[src/rtl/pong_pkg.sv]
// Shared definitions for the pong frame renderer: default geometry, grayscale
// palette, renderer state encoding and packed-coordinate field helpers.
package pong_pkg;

   localparam int DEF_BALL_SIZE = 4;
   localparam int DEF_PADDLE_W  = 4;
   localparam int DEF_PADDLE_H  = 32;

   localparam logic [7:0] COL_BG     = 8'h00;
   localparam logic [7:0] COL_PADDLE = 8'hC0;
   localparam logic [7:0] COL_BALL   = 8'hFF;

   typedef enum logic [0:0] {
      ST_IDLE   = 1'b0,
      ST_ACTIVE = 1'b1
   } state_t;

   // Packed coordinates and dimensions carry x/width high, y/height low.
   function automatic logic [15:0] pos_x(input logic [31:0] i_p);
      return i_p[31:16];
   endfunction

   function automatic logic [15:0] pos_y(input logic [31:0] i_p);
      return i_p[15:0];
   endfunction

endpackage

[src/rtl/pong_renderer_if.sv]
// Pixel stream from the renderer: one grayscale byte per transfer plus
// frame/row framing flags, with valid/ready flow control.
interface pong_renderer_if;
   logic [7:0] pixelOut;
   logic       pixelValid;
   logic       pixelReady;
   logic       pixelSof;
   logic       pixelEol;
   logic       pixelLast;

   modport master (
      output pixelOut, pixelValid, pixelSof, pixelEol, pixelLast,
      input  pixelReady
   );

   modport slave (
      input  pixelOut, pixelValid, pixelSof, pixelEol, pixelLast,
      output pixelReady
   );
endinterface

[src/rtl/pong_rect_hit.sv]
// Combinational point-in-rectangle test; the far edges are formed in 17 bits
// so that objects placed near the top of the coordinate range never wrap.
module pong_rect_hit (
   input  logic [15:0] i_px,
   input  logic [15:0] i_py,
   input  logic [15:0] i_rx,
   input  logic [15:0] i_ry,
   input  logic [15:0] i_rw,
   input  logic [15:0] i_rh,
   output logic        o_hit
);

   logic [16:0] w_x_end;
   logic [16:0] w_y_end;
   logic        w_in_x;
   logic        w_in_y;

   assign w_x_end = {1'b0, i_rx} + {1'b0, i_rw};
   assign w_y_end = {1'b0, i_ry} + {1'b0, i_rh};
   assign w_in_x  = (i_px >= i_rx) && ({1'b0, i_px} < w_x_end);
   assign w_in_y  = (i_py >= i_ry) && ({1'b0, i_py} < w_y_end);
   assign o_hit   = w_in_x && w_in_y;

endmodule

[src/rtl/pong_renderer.sv]
// Streams one frame of ball/paddle graphics in raster order. All outputs are
// registered, so the pixel for the next (x,y) is prepared one cycle ahead.
module pong_renderer
   import pong_pkg::*;
#(
   parameter int         BALL_SIZE    = DEF_BALL_SIZE,
   parameter int         PADDLE_W     = DEF_PADDLE_W,
   parameter int         PADDLE_H     = DEF_PADDLE_H,
   parameter logic [7:0] BG_COLOR     = COL_BG,
   parameter logic [7:0] PADDLE_COLOR = COL_PADDLE,
   parameter logic [7:0] BALL_COLOR   = COL_BALL
) (
   input  logic                    clk,
   input  logic                    rst,
   input  logic                    frameStart,
   input  logic [31:0]             dimensions,
   input  logic [31:0]             ballPosition,
   input  logic [31:0]             leftPaddlePosition,
   input  logic [31:0]             rightPaddlePosition,
   pong_renderer_if.master         pix,
   output logic                    busy,
   output logic                    frameDone
);

   localparam logic [15:0] L_BALL_SZ = 16'(BALL_SIZE);
   localparam logic [15:0] L_PAD_W   = 16'(PADDLE_W);
   localparam logic [15:0] L_PAD_H   = 16'(PADDLE_H);

   state_t      r_state;
   logic [15:0] r_w;
   logic [15:0] r_h;
   logic [31:0] r_ball;
   logic [31:0] r_lpad;
   logic [31:0] r_rpad;
   logic [15:0] r_x;
   logic [15:0] r_y;
   logic [7:0]  r_pixel;
   logic        r_valid;
   logic        r_sof;
   logic        r_eol;
   logic        r_last;
   logic        r_busy;
   logic        r_done;

   state_t      w_next_state;
   logic        w_latch;
   logic        w_done_next;
   logic [15:0] w_nx;
   logic [15:0] w_ny;
   logic [15:0] w_w;
   logic [15:0] w_h;
   logic [31:0] w_ball;
   logic [31:0] w_lpad;
   logic [31:0] w_rpad;
   logic        w_hit_ball;
   logic        w_hit_lpad;
   logic        w_hit_rpad;
   logic [7:0]  w_n_pixel;
   logic        w_n_sof;
   logic        w_n_eol;
   logic        w_n_last;

   // Next raster position and state; a frame start sources geometry straight
   // from the inputs so the first pixel uses the values being snapshotted.
   always_comb begin
      w_next_state = r_state;
      w_latch      = 1'b0;
      w_done_next  = 1'b0;
      w_nx         = r_x;
      w_ny         = r_y;
      w_w          = r_w;
      w_h          = r_h;
      w_ball       = r_ball;
      w_lpad       = r_lpad;
      w_rpad       = r_rpad;
      case (r_state)
         ST_IDLE: begin
            if (frameStart) begin
               w_latch = 1'b1;
               w_w     = pos_x(dimensions);
               w_h     = pos_y(dimensions);
               w_ball  = ballPosition;
               w_lpad  = leftPaddlePosition;
               w_rpad  = rightPaddlePosition;
               w_nx    = 16'd0;
               w_ny    = 16'd0;
               if ((w_w == 16'd0) || (w_h == 16'd0)) begin
                  w_done_next = 1'b1;
               end else begin
                  w_next_state = ST_ACTIVE;
               end
            end else begin
               w_next_state = ST_IDLE;
            end
         end
         ST_ACTIVE: begin
            if (pix.pixelReady) begin
               if (r_x == (r_w - 16'd1)) begin
                  w_nx = 16'd0;
                  if (r_y == (r_h - 16'd1)) begin
                     w_next_state = ST_IDLE;
                     w_done_next  = 1'b1;
                  end else begin
                     w_ny = r_y + 16'd1;
                  end
               end else begin
                  w_nx = r_x + 16'd1;
               end
            end else begin
               w_next_state = ST_ACTIVE;
            end
         end
         default: begin
            w_next_state = ST_IDLE;
         end
      endcase
   end

   pong_rect_hit u_hit_ball (
      .i_px (w_nx),             .i_py (w_ny),
      .i_rx (pos_x(w_ball)),    .i_ry (pos_y(w_ball)),
      .i_rw (L_BALL_SZ),        .i_rh (L_BALL_SZ),
      .o_hit(w_hit_ball)
   );

   pong_rect_hit u_hit_lpad (
      .i_px (w_nx),             .i_py (w_ny),
      .i_rx (pos_x(w_lpad)),    .i_ry (pos_y(w_lpad)),
      .i_rw (L_PAD_W),          .i_rh (L_PAD_H),
      .o_hit(w_hit_lpad)
   );

   pong_rect_hit u_hit_rpad (
      .i_px (w_nx),             .i_py (w_ny),
      .i_rx (pos_x(w_rpad)),    .i_ry (pos_y(w_rpad)),
      .i_rw (L_PAD_W),          .i_rh (L_PAD_H),
      .o_hit(w_hit_rpad)
   );

   // Colour priority: ball over paddles over background.
   always_comb begin
      if (w_hit_ball) begin
         w_n_pixel = BALL_COLOR;
      end else if (w_hit_lpad || w_hit_rpad) begin
         w_n_pixel = PADDLE_COLOR;
      end else begin
         w_n_pixel = BG_COLOR;
      end
   end

   assign w_n_sof  = (w_nx == 16'd0) && (w_ny == 16'd0);
   assign w_n_eol  = (w_nx == (w_w - 16'd1));
   assign w_n_last = w_n_eol && (w_ny == (w_h - 16'd1));

   // State, counters, snapshots and registered stream outputs.
   always_ff @(posedge clk) begin
      if (!rst) begin
         r_state <= ST_IDLE;
         r_w     <= 16'd0;
         r_h     <= 16'd0;
         r_ball  <= 32'd0;
         r_lpad  <= 32'd0;
         r_rpad  <= 32'd0;
         r_x     <= 16'd0;
         r_y     <= 16'd0;
         r_pixel <= 8'h00;
         r_valid <= 1'b0;
         r_sof   <= 1'b0;
         r_eol   <= 1'b0;
         r_last  <= 1'b0;
         r_busy  <= 1'b0;
         r_done  <= 1'b0;
      end else begin
         r_state <= w_next_state;
         r_x     <= w_nx;
         r_y     <= w_ny;
         r_done  <= w_done_next;
         if (w_latch) begin
            r_w    <= w_w;
            r_h    <= w_h;
            r_ball <= w_ball;
            r_lpad <= w_lpad;
            r_rpad <= w_rpad;
         end
         if (w_next_state == ST_ACTIVE) begin
            r_valid <= 1'b1;
            r_busy  <= 1'b1;
            r_pixel <= w_n_pixel;
            r_sof   <= w_n_sof;
            r_eol   <= w_n_eol;
            r_last  <= w_n_last;
         end else begin
            r_valid <= 1'b0;
            r_busy  <= 1'b0;
            r_pixel <= 8'h00;
            r_sof   <= 1'b0;
            r_eol   <= 1'b0;
            r_last  <= 1'b0;
         end
      end
   end

   assign pix.pixelOut   = r_pixel;
   assign pix.pixelValid = r_valid;
   assign pix.pixelSof   = r_sof;
   assign pix.pixelEol   = r_eol;
   assign pix.pixelLast  = r_last;
   assign busy           = r_busy;
   assign frameDone      = r_done;

endmodule

[src/flat_wrapper.sv]
// flat-port wrapper written by rule: the top's interface ports become plain ports
module pong_renderer_flat import pong_pkg::*;
#(
   parameter int         BALL_SIZE    = DEF_BALL_SIZE,
   parameter int         PADDLE_W     = DEF_PADDLE_W,
   parameter int         PADDLE_H     = DEF_PADDLE_H,
   parameter logic [7:0] BG_COLOR     = COL_BG,
   parameter logic [7:0] PADDLE_COLOR = COL_PADDLE,
   parameter logic [7:0] BALL_COLOR   = COL_BALL
)
  (clk, rst, frameStart, dimensions, ballPosition, leftPaddlePosition, rightPaddlePosition, busy, frameDone, pix_pixelOut, pix_pixelValid, pix_pixelSof, pix_pixelEol, pix_pixelLast, pix_pixelReady);
  pong_renderer_if pix_i ();
  input  logic clk;
  input  logic rst;
  input  logic frameStart;
  input  logic [31:0] dimensions;
  input  logic [31:0] ballPosition;
  input  logic [31:0] leftPaddlePosition;
  input  logic [31:0] rightPaddlePosition;
  output logic busy;
  output logic frameDone;
  output wire logic [$bits(pix_i.pixelOut)-1:0] pix_pixelOut;
  output wire logic [$bits(pix_i.pixelValid)-1:0] pix_pixelValid;
  output wire logic [$bits(pix_i.pixelSof)-1:0] pix_pixelSof;
  output wire logic [$bits(pix_i.pixelEol)-1:0] pix_pixelEol;
  output wire logic [$bits(pix_i.pixelLast)-1:0] pix_pixelLast;
  input wire logic [$bits(pix_i.pixelReady)-1:0] pix_pixelReady;
  assign pix_pixelOut = pix_i.pixelOut;
  assign pix_pixelValid = pix_i.pixelValid;
  assign pix_pixelSof = pix_i.pixelSof;
  assign pix_pixelEol = pix_i.pixelEol;
  assign pix_pixelLast = pix_i.pixelLast;
  assign pix_i.pixelReady = pix_pixelReady;
  pong_renderer #(.BALL_SIZE(BALL_SIZE), .PADDLE_W(PADDLE_W), .PADDLE_H(PADDLE_H), .BG_COLOR(BG_COLOR), .PADDLE_COLOR(PADDLE_COLOR), .BALL_COLOR(BALL_COLOR)) u_core (.clk(clk), .rst(rst), .frameStart(frameStart), .dimensions(dimensions), .ballPosition(ballPosition), .leftPaddlePosition(leftPaddlePosition), .rightPaddlePosition(rightPaddlePosition), .pix(pix_i), .busy(busy), .frameDone(frameDone));
endmodule
[config.mk]
export PLATFORM = sky130hd
export DESIGN_NAME = pong_renderer_flat
export DESIGN_NICKNAME = d
export VERILOG_FILES = /design/src/rtl/pong_pkg.sv /design/src/rtl/pong_renderer_if.sv /design/src/rtl/pong_rect_hit.sv /design/src/rtl/pong_renderer.sv /design/src/flat_wrapper.sv
export SDC_FILE = /design/constraint.sdc
export NUM_CORES = 1
export LEC_CHECK = 0
export CORE_MARGIN = 8
export CORE_UTILIZATION = 37
export DETAILED_ROUTE_END_ITERATION = 8
export MAX_ROUTING_LAYER = met4
export SYNTH_ARGS = -nofsm -noshare
export SYNTH_HDL_FRONTEND = slang
export SYNTH_SLANG_ARGS = --single-unit
[constraint.sdc]
create_clock -name clk -period 7.5 [get_ports clk]
set_clock_uncertainty 0.1 [all_clocks]
set_input_delay 1.5 -clock clk [delete_from_list [all_inputs] [get_ports clk]]
set_output_delay 1.5 -clock clk [all_outputs]
set_load 0.02 [all_outputs]
# Word level (Yosys, flattened, before mapping)

Index checks and enable logic that the tools add are counted.

Memories: 0
Bits in registers: 174
Bits in read-only memories: 0
Word-level logic and storage cells: 97
Input bits: 132
Latch bits: 0
Bits in writable memories: 0

Multiply operators: 0
Bitwise logic cells: 1
Equality and inequality tests: 4
Reduce and logical (&&, ||, !) cells: 18
Add/sub/neg operators: 12
Divide/modulo/power cells: 0
Mux-type cells: 36
Shift operators: 0
Order comparisons: 12

Operators by type and width:

| kind                    | count |
|---|---|
| $mux W32                | 6 |
| $mux W16                | 11 |
| $lt A16 B17 Y1          | 6 |
| $ge A16 B16 Y1          | 6 |
| $add A16 B3 Y17 const B | 4 |
| $eq A16 B16 Y1          | 4 |
| $logic_not A16 Y1       | 4 |
| $pmux W16 S2            | 2 |
| $sub A16 B1 Y16 const B | 4 |
| $add A16 B6 Y17 const B | 2 |
| $add A16 B1 Y16 const B | 2 |
| $mux W8                 | 2 |
| $mux W1                 | 13 |
| $logic_and A1 B1 Y1     | 11 |
| $pmux W1 S2             | 2 |
| $logic_or A1 B1 Y1      | 2 |
| $reduce_and A2 Y1       | 1 |
| $not A1 Y1              | 1 |

# Longest topological paths before layout

Depth in word-level cells: 12
Depth in mapped cells: 30
Mapped depth without buffers: 25

# Modules after synthesis

A second synthesis with hierarchy kept.

Cell total of the unflattened synthesis: 2613
Area, all modules: 19458.7 um^2

By module, submodules not included:

| module        | area an instance (um^2) | times used | cells each |
|---|---|---|---|
| pong_renderer | 11219.5                 | 1          | 1527 |
| pong_rect_hit | 2746.4                  | 3          | 362 |

# Worst setup path before layout

OpenSTA, ideal clock, no wires.

Path kind: input to register
Start: in frameStart
End: reg u_core.r_pixel[6], in the netlist u_core.pix.pixelOut[6]
Data arrival time: 6894 ps
Path buffers: 6
Data required time: 7337 ps
Stages on the path: 26
Setup time: 63 ps
Setup slack: 443 ps
Cell sequence: nor2b_1 -> buf_2 -> buf_2 -> buf_1 -> clkbuf_1 -> buf_1 -> clkbuf_1 -> mux2i_1 -> inv_1 -> ha_1 -> nand2_1 -> nor2_1 -> xor2_1 -> ha_1 -> a21o_1 -> a21o_1 -> a21oi_1 -> nor2b_1 -> o21ai_0 -> nand2b_1 -> a21oi_1 -> o221ai_1 -> a2111oi_0 -> o211ai_1 -> a211oi_1 -> nand3b_1

Elaborated cells on any way between the ends: 43
Those cells by class: add/sub (6); order compare (12); mux (14); reduce/logical (11)

RTL lines:

| element                       | line                 | source |
|---|---|---|
| start: declaration            | flat_wrapper.sv:15   | `input logic frameStart;` |
| $mux W32 (*)                  | pong_renderer.sv:78  | `if (frameStart) begin` |
| $mux W32 (*)                  | pong_renderer.sv:76  | `case (r_state)` |
| via u_core.u_hit_ball.i_rx[2] | pong_rect_hit.sv:6   | `input logic [15:0] i_rx,` |
| $add A16 B3 Y17               | pong_rect_hit.sv:18  | `assign w_x_end = {1'b0, i_rx} + {1'b0, i_rw};` |
| $lt A16 B17 Y1                | pong_rect_hit.sv:20  | `assign w_in_x = (i_px >= i_rx) && ({1'b0, i_px} < w_x_end);` |
| $logic_and A1 B1 Y1 (*)       | pong_rect_hit.sv:20  |  |
| $logic_and A1 B1 Y1 (*)       | pong_rect_hit.sv:22  | `assign o_hit = w_in_x && w_in_y;` |
| $mux W8 (*)                   | pong_renderer.sv:142 | `if (w_hit_ball) begin` |
| end signal: assignment        | pong_renderer.sv:188 | `r_pixel <= w_n_pixel;` |
| end: declaration              | pong_renderer.sv:37  | `logic [7:0] r_pixel;` |

Mark *: on every way through the listed nets, which the timed path passes. The rest lies on a longest branch.
A chain may end at the register's enable or synchronous reset.

# Final worst setup path

Start: reg u_core.r_w[2]
End: reg u_core.r_pixel[6], in the netlist u_core.pix.pixelOut[6]

Longest elaborated chain between the ends: 11
Elaborated cells on any way between the ends: 36
Those cells by class: add/sub (1); order compare (12); eq/ne (1); mux (11); reduce/logical (11)

Ends and longest elaborated chain:

| element                                                 | line                 | source |
|---|---|---|
| start: declaration                                      | pong_renderer.sv:30  | `logic [15:0] r_w;` |
| start signal: assignment                                | pong_renderer.sv:179 | `r_w <= w_w;` |
| $sub A16 B1 Y16 (*)                                     | pong_renderer.sv:98  | `if (r_x == (r_w - 16'd1)) begin` |
| $eq A16 B16 Y1 (*)                                      | pong_renderer.sv:98  |  |
| $mux W16 (*)                                            | pong_renderer.sv:98  |  |
| $mux W16 (*)                                            | pong_renderer.sv:97  | `if (pix.pixelReady) begin` |
| $pmux W16 S2 (*)                                        | pong_renderer.sv:76  |  |
| via u_core.u_hit_ball.i_px[10]                          | pong_rect_hit.sv:4   | `input logic [15:0] i_px,` |
| $lt A16 B17 Y1 / $ge A16 B16 Y1 (equally long branches) | pong_rect_hit.sv:20  |  |
| $logic_and A1 B1 Y1                                     | pong_rect_hit.sv:20  |  |
| $logic_and A1 B1 Y1                                     | pong_rect_hit.sv:22  |  |
| $logic_or A1 B1 Y1                                      | pong_renderer.sv:144 | `end else if (w_hit_lpad \|\| w_hit_rpad) begin` |
| $mux W8                                                 | pong_renderer.sv:144 |  |
| $mux W8 (*)                                             | pong_renderer.sv:142 |  |

Marks and branches as above.

==> impl_metrics.env <==
export IMPL_status="completed"
export IMPL_yosysTopAreaCell="dfxtp_1"
export IMPL_fmax_mhz=149
export IMPL_fp_row_count=72
export IMPL_root_buffer="clkbuf_16"
export IMPL_grt_max_degree=121
export IMPL_post_cts_setup_buffers=0
export IMPL_slew_headroom_pct=28.1
export IMPL_nNetsFinal=2150
export IMPL_dp_hpwl_um=35700
export IMPL_clock_sinks=167
export IMPL_avgRoutedWirePerCell_um=19.2
export IMPL_cp_startpoint="u_core.r_w[2]"
export IMPL_die_w_um=214
export IMPL_synth_flop_cell="dfxtp_1"
export IMPL_die_area_um2=45700
export IMPL_clk_pin_slew_ns=0.07
export IMPL_r2r_start="u_core.r_w[2]"
export IMPL_synth_compound_area_share_pct=12.8
export IMPL_overflow=0
export IMPL_hold_class="reg -> reg"
export IMPL_ys_top_cells_by_count="167 x dfxtp_1, 148 x nand2_1, 147 x ha_1, 137 x nor2b_1, 128 x mux2i_1"
export IMPL_ys_ff_latch=167
export IMPL_topRoutingLayerUsed="met4"
export IMPL_firstDrtPassIters=5
export IMPL_wl_met3_um=2850
export IMPL_yosysUniqueCellTypes=81
export IMPL_netlist_top_cells_area="dfxtp_1 23%, ha_1 13%, mux2i_1 8.9%, xnor2_1 6.2%, nor2b_1 5.9%"
export IMPL_hold_buffers=0
export IMPL_cap_violations=0
export IMPL_cp_end_kind="flop"
export IMPL_synth_top_family_by_area="simple AND/OR/NAND/NOR gates"
export IMPL_grtUsageTotal_pct=20.7
export IMPL_worstMarginPinSlew_ns=1.05
export IMPL_wirelength_met1_um=21300
export IMPL_synth_adder_area_share_pct=13.8
export IMPL_yosys_warnings=0
export IMPL_synthMuxAreaShare_pct=9.38
export IMPL_leakagePower_nw=7.02
export IMPL_synth_top_area_share_pct=23.1
export IMPL_drc_errors=0
export IMPL_finalHoldViolCount=0
export IMPL_tns_ns=0
export IMPL_critPathKind="reg -> reg"
export IMPL_setup_violations_final=0
export IMPL_r2r_end="u_core.pix.pixelOut[6]"
export IMPL_insertion_delay_ns=0.46
export IMPL_synth_edff_count=0
export IMPL_r2r_setup_slack_ns=0.80
export IMPL_drive_above_1_share_pct=5.31
export IMPL_pin_count=146
export IMPL_seq_area_frac_synth_pct=23.1
export IMPL_num_antenna_cells=0
export IMPL_vias=13300
export IMPL_grt_antenna_before_repair=0
export IMPL_cts_tree="built"
export IMPL_io_buffers=145
export IMPL_rr_worst_depth=21
export IMPL_path_max_fanout=10
export IMPL_rsz0062_at_grt="no"
export IMPL_die_h_um=214
export IMPL_cp_start_kind="flop"
export IMPL_drt_iter0_drc=898
export IMPL_cp_required_ns=7.80
export IMPL_min_path_cells=2
export IMPL_syn_area_per_cell_um2=8.26
export IMPL_p_per_area_nw_per_um2=148
export IMPL_areaGrowthSynthToFinish_pct=18.0
export IMPL_async_flop_share_pct=0
export IMPL_critPathArrivalTime_ns=6.99
export IMPL_drt_wl_total_um=46100
export IMPL_wl_met2_um=21000
export IMPL_start_util_pct=37.4
export IMPL_synth_simple_area_share_pct=26.8
export IMPL_grt_pass1_vias=13000
export IMPL_cts_buffer_depth=2
export IMPL_syn_nets=2032
export IMPL_setup_worst_path_end="u_core.pix.pixelOut[6]"
export IMPL_synth_most_common_cell="dfxtp_1"
export IMPL_ir_worst_vdd_uv=154
export IMPL_core_um2=38600
export IMPL_postCtsResizedCells=0
export IMPL_period_needed_ns=6.70
export IMPL_viasPerCell=5.52
export IMPL_finalCritPeriodShare_pct=89.3
export IMPL_syn_inst=1753
export IMPL_slew_violations=0
export IMPL_finalPower_mw=2.53
export IMPL_ant_nets=0
export IMPL_cts_made_buffers=17
export IMPL_syn_area_um2=14500
export IMPL_synth_xor_area_share_pct=10.5
export IMPL_grt_pass1_wl_um=72100
export IMPL_gp_congestion=0.916
export IMPL_cts_max_level=4
-- power breakdown --
group          internal (mW)  total (mW)  switching, mW
sequential             0.928       0.959         0.0310
clock                  0.458       0.872          0.414
combinational          0.310       0.700          0.391
total                   1.70        2.53          0.835
-- placed cells by master (no fill, tap or decap), types with 28 or more instances in the layout --
| cell type | n |
|---|---|
| mux2i_1 | 127 |
| a21o_1 | 30 |
| nand3_1 | 57 |
| inv_1 | 48 |
| o21ai_0 | 57 |
| nor3_1 | 56 |
| nand2_1 | 148 |
| dfxtp_1 | 167 |
| xnor2_1 | 102 |
| nor2b_1 | 136 |
| clkdlybuf4s50_1 | 144 |
| nand4_1 | 35 |
| a21oi_1 | 59 |
| and2_1 | 46 |
| xor2_1 | 71 |
| nor2_1 | 95 |
| buf_4 | 33 |
| nor4_1 | 28 |
| ha_1 | 147 |
-- worst max-delay path: stages (launching register included) --
cell and delay, ns:
dfxtp_1 0.40, or4_1 0.62, nor4b_2 0.37, xnor2_1 0.10
a2111oi_0 0.94, and4b_1 0.58, a21boi_1 0.31, a22oi_1 0.40
inv_1 0.33, ha_1 0.40, a21o_1 0.18, a21o_1 0.16
a21oi_1 0.13, nor2b_1 0.06, o21ai_0 0.14, nand2b_1 0.07
a21oi_1 0.15, o221ai_1 0.13, a2111oi_0 0.43, o211ai_1 0.15
a211oi_1 0.31, nand3b_1 0.16
-- registers in the layout, indices dropped and copies added (netlist names) --
signal / cells
u_core.r_rpad: 32
u_core.frameDone: 1
u_core.pix.pixelValid: 1
u_core.pix.pixelEol: 1
u_core.r_w: 16
u_core.pix.pixelSof: 1
u_core.r_ball: 32
u_core.pix.pixelOut: 2
u_core.r_x: 16
u_core.r_y: 16
u_core.pix.pixelLast: 1
u_core.r_lpad: 32
u_core.r_h: 16
-- final cells by class --
type,count,area (µm²)
clock buffers,17,425
well taps,518,648
inverters,49,189
repair buffers,179,1730
flip-flops and latches,167,3340
fillers,3821,21600
clock inverters,14,125
multi-input cells,1457,10600
-- stage by stage --
step           cells  cell area, µm²  utilization, %  setup slack, ns  hold WS (ns)
2_1_floorplan   1753           14500               -            0.443         0.385
3_3_place_gp    2370           16500            42.7            0.752         0.410
3_5_place_dp    2370           16500            42.7            0.690         0.416
4_1_cts         2401           17100            44.2            0.744         0.437
5_1_grt         2401           17100            44.2            0.129         0.454
6_report        2401           17100            44.2            0.805         0.430
-- metal layers --
metal	vias to the layer above	global-route usage, %
met5	-	-
met3	72	3.98
met2	376	32.7
li1	6514	-
met4	0	6.15
met1	6289	26.5
-- kinds of logic after synthesis --
logic type	count (synthesis)
AOI/OAI and AO/OA	269
xor gates and xnor gates	173
DFF	167
muxes	133
and+or+nand+nor	720
adders and majority gates	162
buffers and inverters	129
-- how the worst min path moves through the flow --
stage / endpoint / from
global placement: u_core.r_lpad[4] / u_core.r_lpad[4]
detailed placement: u_core.r_rpad[3] / u_core.r_rpad[3]
finish: u_core.r_rpad[1] / u_core.r_rpad[1]
global route: u_core.r_rpad[1] / u_core.r_rpad[1]
CTS: u_core.r_rpad[1] / u_core.r_rpad[1]
floorplan: u_core.r_lpad[1] / u_core.r_lpad[1]
Power figures use the tool's default switching activity.
